### src/rtl/seg_scan_driver_if.sv
// Bus between a host and the 7-segment scanner: load strobe and data in,
// digit code, anodes, decimal point and frame tick out.
interface seg_scan_driver_if #(
    parameter int NUM_DIGITS = 8
);
    logic                    load;
    logic [4*NUM_DIGITS-1:0] value;
    logic [NUM_DIGITS-1:0]   dp_mask;
    logic                    lz_suppress;
    logic [3:0]              digit_code;
    logic [NUM_DIGITS-1:0]   an_n;
    logic                    dp_n;
    logic                    frame_tick;

    modport master (
        output load, value, dp_mask, lz_suppress,
        input  digit_code, an_n, dp_n, frame_tick
    );

    modport slave (
        input  load, value, dp_mask, lz_suppress,
        output digit_code, an_n, dp_n, frame_tick
    );
endinterface

### src/rtl/seg_scan_driver.sv
// Time-multiplexed common-anode 7-segment scanner with double-buffered
// value loading, leading-zero blanking and per-slot anti-ghosting guard.
module seg_scan_driver #(
    parameter int NUM_DIGITS = 8,
    parameter int PRESCALE   = 50000,
    parameter int GUARD      = 16
) (
    input  logic             clk,
    input  logic             rst_n,
    seg_scan_driver_if.slave bus
);
    localparam int IW = (NUM_DIGITS > 1) ? $clog2(NUM_DIGITS) : 1;
    localparam int PW = $clog2(PRESCALE);
    localparam logic [PW-1:0] PRESC_LAST = PW'(PRESCALE - 1);
    localparam logic [PW-1:0] GUARD_END  = PW'(GUARD);
    localparam logic [IW-1:0] IDX_LAST   = IW'(NUM_DIGITS - 1);

    logic [PW-1:0]           r_presc;
    logic [IW-1:0]           r_idx;
    logic [4*NUM_DIGITS-1:0] r_disp;
    logic [NUM_DIGITS-1:0]   r_disp_dp;
    logic [4*NUM_DIGITS-1:0] r_pend;
    logic [NUM_DIGITS-1:0]   r_pend_dp;
    logic                    r_pend_valid;
    logic                    r_wrap;
    logic [3:0]              r_digit_code;
    logic [NUM_DIGITS-1:0]   r_an_n;
    logic                    r_dp_n;
    logic                    r_frame_tick;

    logic                    w_slot_end;
    logic                    w_frame_end;
    logic                    w_upper_zero;
    logic [NUM_DIGITS-1:0]   w_suppress;
    logic                    w_active;
    logic [3:0]              w_nibble;
    logic [NUM_DIGITS-1:0]   w_anode;

    assign w_slot_end  = (r_presc == PRESC_LAST);
    assign w_frame_end = w_slot_end && (r_idx == IDX_LAST);

    always_ff @(posedge clk or negedge rst_n) begin
        if (!rst_n) begin
            r_presc <= '0;
            r_idx   <= '0;
            r_wrap  <= 1'b0;
        end else begin
            r_wrap <= w_frame_end;
            if (w_slot_end) begin
                r_presc <= '0;
                r_idx   <= (r_idx == IDX_LAST) ? '0 : r_idx + 1'b1;
            end else begin
                r_presc <= r_presc + 1'b1;
            end
        end
    end

    // A load landing on the frame-end cycle bypasses the pending buffer and
    // supersedes whatever was pending, so the newest value is always shown.
    always_ff @(posedge clk or negedge rst_n) begin
        if (!rst_n) begin
            r_disp       <= '0;
            r_disp_dp    <= '0;
            r_pend       <= '0;
            r_pend_dp    <= '0;
            r_pend_valid <= 1'b0;
        end else if (w_frame_end) begin
            r_pend_valid <= 1'b0;
            if (bus.load) begin
                r_disp    <= bus.value;
                r_disp_dp <= bus.dp_mask;
            end else if (r_pend_valid) begin
                r_disp    <= r_pend;
                r_disp_dp <= r_pend_dp;
            end
        end else if (bus.load) begin
            r_pend       <= bus.value;
            r_pend_dp    <= bus.dp_mask;
            r_pend_valid <= 1'b1;
        end
    end

    // Digit i is blank when it and every more-significant nibble are zero;
    // digit 0 is never considered so a zero value still shows one "0".
    always_comb begin
        w_upper_zero = 1'b1;
        w_suppress   = '0;
        for (int i = NUM_DIGITS - 1; i >= 1; i--) begin
            w_upper_zero  = w_upper_zero && (r_disp[i*4 +: 4] == 4'h0);
            w_suppress[i] = bus.lz_suppress && w_upper_zero;
        end
    end

    assign w_active = (r_presc >= GUARD_END) && !w_suppress[r_idx];
    assign w_nibble = r_disp[r_idx*4 +: 4];
    assign w_anode  = ~(NUM_DIGITS'(1) << r_idx);

    always_ff @(posedge clk or negedge rst_n) begin
        if (!rst_n) begin
            r_digit_code <= 4'h0;
            r_an_n       <= '1;
            r_dp_n       <= 1'b1;
            r_frame_tick <= 1'b0;
        end else begin
            r_digit_code <= w_nibble;
            r_an_n       <= w_active ? w_anode : '1;
            r_dp_n       <= w_active ? ~r_disp_dp[r_idx] : 1'b1;
            r_frame_tick <= r_wrap;
        end
    end

    assign bus.digit_code = r_digit_code;
    assign bus.an_n       = r_an_n;
    assign bus.dp_n       = r_dp_n;
    assign bus.frame_tick = r_frame_tick;
endmodule

### src/flat_wrapper.sv
// flat-port wrapper written by rule: the top's interface ports become plain ports
module seg_scan_driver_flat 
#(
    parameter int NUM_DIGITS = 8,
    parameter int PRESCALE   = 50000,
    parameter int GUARD      = 16
)
  (clk, rst_n, bus_load, bus_value, bus_dp_mask, bus_lz_suppress, bus_digit_code, bus_an_n, bus_dp_n, bus_frame_tick);
  seg_scan_driver_if #(.NUM_DIGITS(NUM_DIGITS)) bus_i ();
  input  logic clk;
  input  logic rst_n;
  input wire logic [$bits(bus_i.load)-1:0] bus_load;
  input wire logic [$bits(bus_i.value)-1:0] bus_value;
  input wire logic [$bits(bus_i.dp_mask)-1:0] bus_dp_mask;
  input wire logic [$bits(bus_i.lz_suppress)-1:0] bus_lz_suppress;
  output wire logic [$bits(bus_i.digit_code)-1:0] bus_digit_code;
  output wire logic [$bits(bus_i.an_n)-1:0] bus_an_n;
  output wire logic [$bits(bus_i.dp_n)-1:0] bus_dp_n;
  output wire logic [$bits(bus_i.frame_tick)-1:0] bus_frame_tick;
  assign bus_i.load = bus_load;
  assign bus_i.value = bus_value;
  assign bus_i.dp_mask = bus_dp_mask;
  assign bus_i.lz_suppress = bus_lz_suppress;
  assign bus_digit_code = bus_i.digit_code;
  assign bus_an_n = bus_i.an_n;
  assign bus_dp_n = bus_i.dp_n;
  assign bus_frame_tick = bus_i.frame_tick;
  seg_scan_driver #(.NUM_DIGITS(NUM_DIGITS), .PRESCALE(PRESCALE), .GUARD(GUARD)) u_core (.clk(clk), .rst_n(rst_n), .bus(bus_i));
endmodule
### config.mk
export PLATFORM = sky130hd
export DESIGN_NAME = seg_scan_driver_flat
export DESIGN_NICKNAME = d
export VERILOG_FILES = /design/src/rtl/seg_scan_driver_if.sv /design/src/rtl/seg_scan_driver.sv /design/src/flat_wrapper.sv
export SDC_FILE = /design/constraint.sdc
export NUM_CORES = 1
export LEC_CHECK = 0
export ABC_AREA = 0
export CAP_MARGIN = 20
export CORE_ASPECT_RATIO = 0.5
export CORE_MARGIN = 4
export CORE_UTILIZATION = 52
export DETAILED_ROUTE_END_ITERATION = 16
export DONT_BUFFER_PORTS = 1
export GPL_ROUTABILITY_DRIVEN = 0
export GPL_TIMING_DRIVEN = 0
export PLACE_DENSITY_LB_ADDON = 0.12
export SLEW_MARGIN = 20
export SYNTH_ARGS = -nofsm -noshare
export SYNTH_HDL_FRONTEND = slang
export SYNTH_SLANG_ARGS = --single-unit
### constraint.sdc
create_clock -name clk -period 3 [get_ports clk]
set_clock_uncertainty 0.2 [all_clocks]
set_input_delay 0.9 -clock clk [delete_from_list [all_inputs] [get_ports clk]]
set_output_delay 0.9 -clock clk [all_outputs]
set_load 0.05 [all_outputs]
==> results of run 1 <==
==> worst min path at each step <==
stage	startpoint	to	slack (ps)	depth (start not counted)
after floorplan	u_core.r_wrap	u_core.bus.frame_tick	130	0
after global placement	u_core.r_wrap	u_core.bus.frame_tick	140	0
after detailed placement	u_core.r_wrap	u_core.bus.frame_tick	140	0
after CTS	rst_n	u_core.r_pend[25]	-30	0
after global routing	rst_n	u_core.r_pend[25]	-40	0
final	rst_n	u_core.r_pend[25]	-10	0
==> kinds of logic after synthesis <==
group | after synthesis | synth area share
xor gates and xnor gates | 13 | 0.0210
and+or+nand+nor | 126 | 0.116
AOI/OAI and AO/OA | 51 | 0.0481
DFF | 115 | 0.534
muxes | 91 | 0.228
buffers and inverters | 28 | 0.0344
adders and majority gates | 8 | 0.0185
==> critical path: stages, from the launching register on <==
cell	delay, ps
sky130_fd_sc_hd__dfrtp_1	430
sky130_fd_sc_hd__ha_1	240
sky130_fd_sc_hd__nand3_2	150
sky130_fd_sc_hd__nor3_4	260
sky130_fd_sc_hd__nand4b_2	280
sky130_fd_sc_hd__clkbuf_1	310
sky130_fd_sc_hd__nand2_1	130
sky130_fd_sc_hd__o21ai_1	80
==> power by group through the flow <==
stage                     sequential [mW]  combinational [mW]  clock (mW)
after floorplan                      1.65               0.168           0
after global placement               1.66               0.189           0
after detailed placement             1.66               0.194           0
after CTS                            1.64               0.195        2.01
after global routing                 1.64               0.206        2.10
final                                1.64               0.194        1.98
==> Yosys cell counts (8+ instances only) <==
master                     count  area share
sky130_fd_sc_hd__mux2i_1      41       0.076
sky130_fd_sc_hd__nor4_1        8      0.0092
sky130_fd_sc_hd__dfstp_2       9       0.044
sky130_fd_sc_hd__mux4_2       10       0.042
sky130_fd_sc_hd__clkbuf_1      9      0.0062
sky130_fd_sc_hd__nand2_1      73       0.051
sky130_fd_sc_hd__nand3_1       8      0.0074
sky130_fd_sc_hd__ha_1          8       0.018
sky130_fd_sc_hd__dfrtp_1     106        0.49
sky130_fd_sc_hd__mux2_4       40        0.11
sky130_fd_sc_hd__nor2_1       11      0.0076
sky130_fd_sc_hd__o21ai_1      40       0.037
==> per-layer routing <==
metal | global-route usage | routed length (µm) | up-vias
met4 | 0.0538 | 0 | 0
li1 | - | - | 1559
met5 | 0 | 0 | -
met1 | 0.267 | 5240 | 1738
met3 | 0.0802 | 1000 | 0
met2 | 0.308 | 5230 | 101
==> cell type report <==
| class | count | area share |
|---|---|---|
| clock inverters | 10 | 0.0215 |
| clock buffers | 22 | 0.0736 |
| plain buffers | 23 | 0.0272 |
| inverters | 5 | 0.00304 |
| multi-input cells | 289 | 0.379 |
| well taps | 135 | 0.0274 |
| flip-flops and latches | 115 | 0.468 |
==> registers in the layout, summed over array words and instances (netlist names) <==
name	flops
u_core.r_pend_dp	8
u_core.r_idx	3
u_core.r_wrap	1
u_core.bus.frame_tick	1
u_core.r_pend	32
u_core.bus.an_n	8
u_core.r_presc	16
u_core.bus.digit_code	4
u_core.bus.dp_n	1
u_core.r_disp	32
u_core.r_disp_dp	8
u_core.r_pend_valid	1
==> metrics by stage <==
stage / hold slack, ps / power [mW] / instance area (µm²) / cells
final: -12.5 / 3.82 / 6170 / 599
after global routing: -36.1 / 3.95 / 6170 / 599
after CTS: -26.7 / 3.85 / 6170 / 599
after detailed placement: 142 / 1.86 / 5580 / 567
after global placement: 141 / 1.85 / 5580 / 567
after floorplan: 131 / 1.82 / 5410 / 432
==> impl_results.rst, run 1 <==
.. list-table::
   :header-rows: 1

   * - Metric
     - Value
   * - Outcome
     - complete, but fails checks
   * - Violated checks
     - hold timing
   * - Overall Global Routing Usage
     - 0.200
   * - Post-synthesis cell area
     - 5410 µm²
   * - Post-DR vias/cell
     - 5.67
   * - Critical path capture point
     - u_core.r_disp[5]
   * - Crit path from
     - u_core.r_presc[0]
   * - Class of the most critical setup path
     - flop to flop
   * - Shortest period the worst path allows
     - 2200 ps
   * - Class of the tightest hold or removal check
     - input pin to async pin
   * - Pre-CTS WS
     - 628 ps
   * - Die outline height
     - 80.1 µm
   * - Overflow left after global routing
     - 0
   * - Critical path arrival
     - 2280 ps
   * - Share of flip-flops with an asynchronous set or reset after synthesis
     - 1.00
   * - Synthesized flop and latch total
     - 115
   * - RSZ-0062 raised after global routing
     - false
   * - Inserted Diodes
     - 0
   * - Max-cap violations
     - 0
   * - Syn Area/Cell
     - 12.5 µm²
   * - Logic pwr share
     - 0.051
   * - Clock network fraction of total power
     - 0.520
   * - Distinct cell type count after synthesis
     - 41
   * - Fin nets
     - 503
   * - Fraction of the yosys area taken by sequential cells
     - 0.534
   * - Filler Cell Count
     - 725
   * - Area growth from synthesis to layout
     - 14.0%
   * - DR pass1 iterations
     - 4
   * - Summed negative setup slack over all endpoints
     - 0 ps
   * - Standby leakage power
     - 2.89 nW
   * - Number of global-route vias before repair
     - 3582
   * - Number of clock buffers inserted by TritonCTS
     - 17
   * - Die Width
     - 152 µm
   * - Effective utilization at floorplan
     - 0.553
   * - Worst hold slack across all endpoints
     - -12.5 ps
   * - Worst Reg-to-Reg Cells
     - 7
   * - Reported net switching power
     - 767 µW
   * - Number of hold violations in the final report
     - 5
   * - CTS max path bufs
     - 2
   * - Clock sink count
     - 115
   * - Ys flop type
     - sky130_fd_sc_hd__dfrtp_1
   * - Clock transition at path regs
     - 50 ps
   * - Power Internal
     - 3.05 mW
   * - Ports placed on the boundary
     - 58
   * - First-pass GRT wire length
     - 18800 µm
   * - Required time at the endpoint of the critical path
     - 3070 ps
   * - Most frequent standard cell in the layout excluding fill and tap cells
     - sky130_fd_sc_hd__dfrtp_1
   * - Max frequency
     - 454 MHz
   * - Kind of end point of the critical path
     - flop
   * - Antenna-violating nets left
     - 0
   * - Largest vdd supply drop
     - 0.000463 V
   * - Flop pwr share
     - 0.430
   * - Fraction of layout instances using a drive strength above 1
     - 0.237
   * - Worst r2r dst
     - u_core.r_disp[5]
   * - Share of the clock period used by the worst path
     - 0.734
   * - Multi-input gate area
     - 2340 µm²
   * - Clk Tree Root Cell
     - sky130_fd_sc_hd__clkbuf_16
   * - TritonCTS clock tree
     - built
   * - Clock latency on the worst-skew pair
     - 400 ps
   * - Area of the die
     - 12200 µm²
   * - Total power density per cell area
     - 619 nW/µm²
   * - Largest net degree at the start of global routing
     - 116
   * - Final Core Density
     - 0.630
   * - Synth Instances
     - 432
   * - Storage cell area
     - 2890 µm²
   * - H-tree levels
     - 4
   * - Final setup slack of the worst path
     - 797 ps
   * - Standard cell core area
     - 9790 µm²
   * - Max-slew violations
     - 0
   * - Most frequent cells in the layout
     - 106 x sky130_fd_sc_hd__dfrtp_1, 73 x sky130_fd_sc_hd__nand2_1, 41 x sky130_fd_sc_hd__mux2i_1
   * - Ys Warns
     - 0
   * - Nets in the synthesized netlist
     - 484
   * - Internal reg-to-reg setup slack
     - 800 ps
   * - Buffers on Ports
     - 0
   * - Final setup violation count
     - 0
   * - Maximum fanout along the worst path
     - 10
   * - Detailed Route Iter0 Violations
     - 249
   * - CTS resizes
     - 0
   * - Net switching share of the total power
     - 0.201
   * - Wire length after detailed routing
     - 11500 µm
   * - Drt drc
     - 0
   * - Number of buffers inserted to repair setup after CTS
     - 0
   * - Worst-margin pin slew
     - 731 ps
   * - Normalized max-slew margin
     - 0.513
   * - Initial antenna violation count
     - 0
   * - Detailed Place HPWL
     - 8110 µm
   * - Row count
     - 25
   * - Kind of start point of the critical path
     - flop
   * - R2r startpoint
     - u_core.r_presc[0]
   * - Count of flip-flops with a built-in enable after synthesis
     - 0
   * - Avg WL per Cell
     - 19.1 µm
   * - Vias after detailed routing
     - 3398
(Power assumes the default switching activity.)
==> run 2, diff against run 1 <==
==> constraint.sdc (replaced) <==
create_clock -name clk -period 2.1 [get_ports clk]
set_clock_uncertainty 0.2 [all_clocks]
set_input_delay 0.63 -clock clk [delete_from_list [all_inputs] [get_ports clk]]
set_output_delay 0.63 -clock clk [all_outputs]
set_load 0.05 [all_outputs]
==> run 2 against run 1 <==
The flow still finishes with violations (hold timing). Register-to-register slack worse by 790 ps. Utilization increased by 1.9 points. Sequential cell count unchanged. Clock power increased by 43%. Die area unchanged. Wire length rose by 4.8%. Final cell count rose by 1.7%. Sequential share of layout area down 1.4 points. Global-route usage barely moved. Worst hold slack got worse by 270 ps. First-iteration DRC count down 1.6%. Critical path depth shrank 1. Largest cell class unchanged. Largest power group unchanged.
==> impl_results.rst, run 2 (synthesis results as in run 1) <==
.. list-table::
   :header-rows: 1

   * - Metric
     - Value
   * - Max-cap violations
     - 0
   * - Internal reg-to-reg setup slack
     - 8 ps
   * - Most frequent standard cell in the layout excluding fill and tap cells
     - sky130_fd_sc_hd__dfrtp_1
   * - H-tree levels
     - 4
   * - Maximum fanout along the worst path
     - 7
   * - Effective utilization at floorplan
     - 0.553
   * - Max frequency
     - 478 MHz
   * - Violated checks
     - hold timing
   * - Die outline height
     - 80.1 µm
   * - Buffers on Ports
     - 0
   * - Standby leakage power
     - 2.99 nW
   * - Clock sink count
     - 115
   * - Summed negative setup slack over all endpoints
     - 0 ps
   * - Vias after detailed routing
     - 3503
   * - Drt drc
     - 0
   * - Class of the most critical setup path
     - flop to flop
   * - Overall Global Routing Usage
     - 0.201
   * - Total power density per cell area
     - 863 nW/µm²
   * - Clock transition at path regs
     - 60 ps
   * - TritonCTS clock tree
     - built
   * - Most frequent cells in the layout
     - 105 x sky130_fd_sc_hd__dfrtp_1, 73 x sky130_fd_sc_hd__nand2_1, 41 x sky130_fd_sc_hd__mux2i_1
   * - Final setup violation count
     - 0
   * - Kind of start point of the critical path
     - flop
   * - GRT Max-Usage Layer
     - met2
   * - Area of the die
     - 12200 µm²
   * - Number of cells after detailed placement
     - 567
   * - Avg WL per Cell
     - 19.7 µm
   * - Number of global-route vias before repair
     - 3592
   * - Overflow left after global routing
     - 0
   * - Worst-margin pin slew
     - 757 ps
   * - Global routing usage on met1
     - 0.268
   * - Class of the tightest hold or removal check
     - input pin to async pin
   * - Detailed Place HPWL
     - 8110 µm
   * - Largest registers
     - u_core.r_disp x32, u_core.r_pend x32, u_core.r_presc x16
   * - Standard cell core area
     - 9790 µm²
   * - Row count
     - 25
   * - RSZ-0062 raised after global routing
     - true
   * - Largest vdd supply drop
     - 0.000673 V
   * - Die Width
     - 152 µm
   * - Kind of end point of the critical path
     - flop
   * - Final standard cell area without fillers
     - 6360 µm²
   * - Shortest period the worst path allows
     - 2090 ps
   * - Wire length after detailed routing
     - 12000 µm
   * - Outcome
     - complete, but fails checks
   * - Global Route met2 Usage
     - 0.308
   * - Largest net degree at the start of global routing
     - 116
   * - Antenna-violating nets left
     - 0
   * - Placed cell area
     - 5580 µm²
   * - Critical path arrival
     - 2180 ps
   * - Post-DR vias/cell
     - 5.75
   * - Required time at the endpoint of the critical path
     - 2180 ps
   * - Inserted Diodes
     - 0
   * - Clock latency on the worst-skew pair
     - 410 ps
   * - Area growth from synthesis to layout
     - 17.5%
   * - Max-slew violations
     - 0
   * - Number of clock buffers inserted by TritonCTS
     - 17
   * - Normalized max-slew margin
     - 0.495
   * - Met3 usage
     - 0.0802
   * - Clk Tree Root Cell
     - sky130_fd_sc_hd__clkbuf_16
   * - Fin nets
     - 513
   * - Worst hold slack across all endpoints
     - -287 ps
   * - Ports placed on the boundary
     - 58
   * - Layout Cells excl Fill
     - 609
   * - Initial antenna violation count
     - 0
   * - DR pass1 iterations
     - 4
   * - Number of hold violations in the final report
     - 115
   * - First-pass GRT wire length
     - 18900 µm
   * - Fraction of layout instances using a drive strength above 1
     - 0.266
   * - Share of the clock period used by the worst path
     - 0.996
   * - CTS max path bufs
     - 2
   * - Detailed Route Iter0 Violations
     - 245
run 2: changes by cell type in the layout (fill, tap and decap cells not counted), sizes merged:
cell,previous run,this run
buf,14,24
run 2: report_power, final:
| group | switching, mW | total (mW) | internal (mW) |
|---|---|---|---|
| Combinational | 0.108 | 0.297 | 0.189 |
| Sequential | 0.0453 | 2.34 | 2.30 |
| Clock | 0.959 | 2.84 | 1.88 |
run 2: worst paths after layout:
check                              startpoint               endpoint  cells after the start
setup / recovery           u_core.r_presc[12]    u_core.r_pend_dp[7]                      6
setup reg to reg           u_core.r_presc[12]    u_core.r_pend_dp[7]                      6
hold / removal                          rst_n      u_core.r_pend[25]                      0
max in group asynchronous               rst_n     u_core.bus.an_n[2]                      0
min in group clk                u_core.r_wrap  u_core.bus.frame_tick                      0
hold reg to reg                 u_core.r_wrap  u_core.bus.frame_tick                      0
run 2: worst max-delay path, cell delays in order, from the launching register on:
cell and delay (ps):
sky130_fd_sc_hd__dfrtp_2 440, sky130_fd_sc_hd__nor4_4 340, sky130_fd_sc_hd__and2_4 240, sky130_fd_sc_hd__nand3_4 110, sky130_fd_sc_hd__nand2_8 160, sky130_fd_sc_hd__clkbuf_16 190
sky130_fd_sc_hd__mux2_4 300
run 2: layer usage:
metal / up-vias / share of wire / wire length [µm]
li1: 1580 / - / -
met1: 1786 / 0.46 / 5540
met2: 127 / 0.45 / 5360
met3: 10 / 0.083 / 998
met4: 0 / 0.0097 / 116
met5: - / 0 / 0
run 2: stage by stage:
stage / power [mW] / utilization / setup WS, ps
5_1_grt: 5.66 / 0.649 / -51.0
6_report: 5.48 / 0.649 / 8.00
2_1_floorplan: 2.60 / - / 116
3_5_place_dp: 2.65 / 0.570 / -91.5
4_1_cts: 5.50 / 0.632 / 5.66
3_3_place_gp: 2.64 / 0.570 / -37.3
run 2: area by class of cell:
cell class | count | area [µm²]
inverter | 5 | 18.8
multi-input combinational | 289 | 2390
tap | 135 | 169
clock buffer | 22 | 454
sequential | 115 | 2890
clock inverter | 10 | 133
timing repair buffer | 10 | 128
buffer | 23 | 171
fill | 697 | 3430
run 2: timing repair:
action                                  in CTS  in global routing
endpoints found under the hold margin      115                115
resized for setup                            4                 13
setup buffers                                1                  6
pin swaps                                    1                  6
endpoints found under the setup margin      78                 80
gates cloned                                 0                  3
==> run 3, diff against run 2 <==
--- a/config.mk
+++ b/config.mk
@@ -8,7 +8,7 @@
 export ABC_AREA = 0
 export CAP_MARGIN = 20
 export CORE_ASPECT_RATIO = 0.5
-export CORE_MARGIN = 4
+export CORE_MARGIN = 10
 export CORE_UTILIZATION = 52
 export DETAILED_ROUTE_END_ITERATION = 16
 export DONT_BUFFER_PORTS = 1
==> run 3 against run 2 <==
The flow still finishes with violations (hold timing). Critical path type unchanged. Largest power group unchanged. First-iteration DRC count fell by 16%. Utilization fell by 2.5 points. Highest routed layer unchanged. Register-to-register slack barely moved. Critical endpoint is now u_core.r_pend[11]. Worst setup slack improved by 12 ps.
==> impl_results.rst, run 3 (synthesis results as in run 1) <==
.. list-table::
   :header-rows: 1

   * - Metric
     - Value
   * - Outcome
     - complete, but fails checks
   * - Violated checks
     - hold timing
   * - Detailed Route Iter0 Violations
     - 207
   * - Crit-path cells
     - ha_4 -> nand3_4 -> nor3_4 -> nand3_4 -> nand2_8 -> clkbuf_16 -> mux2_4
   * - Crit path buffers/inverters
     - 1
   * - Standard cell core area
     - 10200 µm²
   * - Die Width
     - 164 µm
   * - Wire length after detailed routing
     - 12200 µm
   * - Critical path's slowest cell
     - sky130_fd_sc_hd__dfrtp_1
   * - Clock latency on the worst-skew pair
     - 400 ps
   * - Detailed Place HPWL
     - 8320 µm
   * - Kind of cell with the highest combined delay on the critical path
     - simple AND/OR/NAND/NOR gates
   * - Largest vdd supply drop
     - 0.000657 V
   * - First-pass GRT wire length
     - 19000 µm
   * - Worst r2r dst
     - u_core.r_pend[11]
   * - Post-DR vias/cell
     - 5.53
   * - RSZ-0062 raised after global routing
     - true
   * - H-tree levels
     - 4
   * - Max-slew violations
     - 0
   * - Max frequency
     - 481 MHz
   * - Shortest period the worst path allows
     - 2080 ps
   * - Overflow left after global routing
     - 0
   * - DR pass1 iterations
     - 4
   * - Number of hold violations in the final report
     - 115
   * - Final setup slack of the worst path
     - 19.7 ps
   * - Die outline height
     - 92.1 µm
   * - Row count
     - 26
   * - Number of global-route vias before repair
     - 3619
   * - Class of the most critical setup path
     - flop to flop
   * - Most frequent cells in the layout
     - 104 x sky130_fd_sc_hd__dfrtp_1, 73 x sky130_fd_sc_hd__nand2_1, 41 x sky130_fd_sc_hd__mux2i_1
   * - Avg WL per Cell
     - 19.8 µm
   * - Maximum fanout along the worst path
     - 7
   * - R2r startpoint
     - u_core.r_presc[1]
   * - Normalized max-slew margin
     - 0.502
   * - Class of the tightest hold or removal check
     - input pin to async pin
   * - Required time at the endpoint of the critical path
     - 2190 ps
   * - Antenna-violating nets left
     - 0
   * - Area of the die
     - 15100 µm²
   * - Worst-margin pin slew
     - 747 ps
   * - Share of the clock period used by the worst path
     - 0.991
   * - Inserted Diodes
     - 0
   * - Largest net degree at the start of global routing
     - 116
   * - Overall Global Routing Usage
     - 0.161
   * - Cell mode on critical path
     - sky130_fd_sc_hd__nand3_4
   * - Initial antenna violation count
     - 0
   * - Standby leakage power
     - 3.01 nW
   * - Effective utilization at floorplan
     - 0.531
   * - Clock sink count
     - 115
   * - CTS max path bufs
     - 2
   * - Worst hold slack across all endpoints
     - -275 ps
   * - Buffers on Ports
     - 0
   * - Summed negative setup slack over all endpoints
     - 0 ps
   * - Ports placed on the boundary
     - 58
   * - Critical path arrival
     - 2170 ps
   * - Kind of start point of the critical path
     - flop
   * - Most frequent standard cell in the layout excluding fill and tap cells
     - sky130_fd_sc_hd__dfrtp_1
   * - Fraction of layout instances using a drive strength above 1
     - 0.270
   * - Internal reg-to-reg setup slack
     - 20 ps
   * - Number of cells after detailed placement
     - 572
   * - Clock transition at path regs
     - 50 ps
   * - Pre-CTS WS
     - -91.6 ps
   * - Kind of end point of the critical path
     - flop
   * - Fin nets
     - 517
   * - Largest registers
     - u_core.r_disp x32, u_core.r_pend x32, u_core.r_presc x16
   * - Number of clock buffers inserted by TritonCTS
     - 17
   * - Worst Reg-to-Reg Cells
     - 7
   * - Total power density per cell area
     - 835 nW/µm²
   * - Layout Cells excl Fill
     - 617
   * - Drt drc
     - 0
   * - Vias after detailed routing
     - 3410
   * - Final setup violation count
     - 0
   * - Area growth from synthesis to layout
     - 17.5%
   * - Max-cap violations
     - 0
   * - Delay of the slowest cell on the worst path
     - 390 ps
   * - Clk Tree Root Cell
     - sky130_fd_sc_hd__clkbuf_16
   * - TritonCTS clock tree
     - built
[run 3: timing repair]
action	in CTS	in global routing
pin swaps	2	6
cloned	0	3
endpoints found under the setup margin	80	54
gates resized for setup	5	11
endpoints found under the hold margin	115	115
buffers inserted	2	9
[run 3: worst max path at each step]
stage                      start           endpoint  slack, ps  depth (start not counted)
2_1_floorplan  u_core.r_presc[0]   u_core.r_pend[0]        120                          7
3_3_place_gp   u_core.r_presc[0]  u_core.r_pend[16]        -40                          7
3_5_place_dp   u_core.r_presc[0]   u_core.r_disp[1]        -90                          7
4_1_cts          u_core.r_idx[1]  u_core.r_pend[31]         30                          6
5_1_grt        u_core.r_presc[1]  u_core.r_pend[11]        -30                          7
6_report       u_core.r_presc[1]  u_core.r_pend[11]         20                          7
[run 3: power breakdown]
part | internal, mW | total, mW | leakage (nW) | switching, mW
sequential | 2.30 | 2.34 | 1.46 | 0.0438
combinational | 0.188 | 0.293 | 1.27 | 0.105
clock | 1.74 | 2.67 | 0.274 | 0.934
total | 4.22 | 5.31 | 3.01 | 1.08
[run 3: layout make-up]
cell class / instances / area (µm²)
fill: 777 / 3820
sequential: 115 / 2890
multi-input combinational: 289 / 2390
clock buffer: 26 / 499
tap: 140 / 175
buffer: 23 / 171
timing repair buffer: 14 / 158
clock inverter: 5 / 50.0
inverter: 5 / 18.8
[run 3: stage by stage]
stage | hold WS [ps] | utilization | cell area [µm²] | power, mW
finish | -275 | 0.624 | 6360 | 5.31
global route | -296 | 0.624 | 6360 | 5.48
CTS | -284 | 0.606 | 6170 | 5.30
detailed placement | 139 | 0.549 | 5590 | 2.65
global placement | 135 | 0.549 | 5590 | 2.64
floorplan | 131 | - | 5410 | 2.60
[run 3: per-layer routing]
metal	GRT usage	wire (µm)	share of wire	vias to the layer above
li1	-	-	-	1582
met1	0.214	5690	0.47	1743
met2	0.237	5560	0.45	79
met3	0.0647	915	0.075	6
met4	0.0466	61	0.0050	0
met5	0	0	0	-
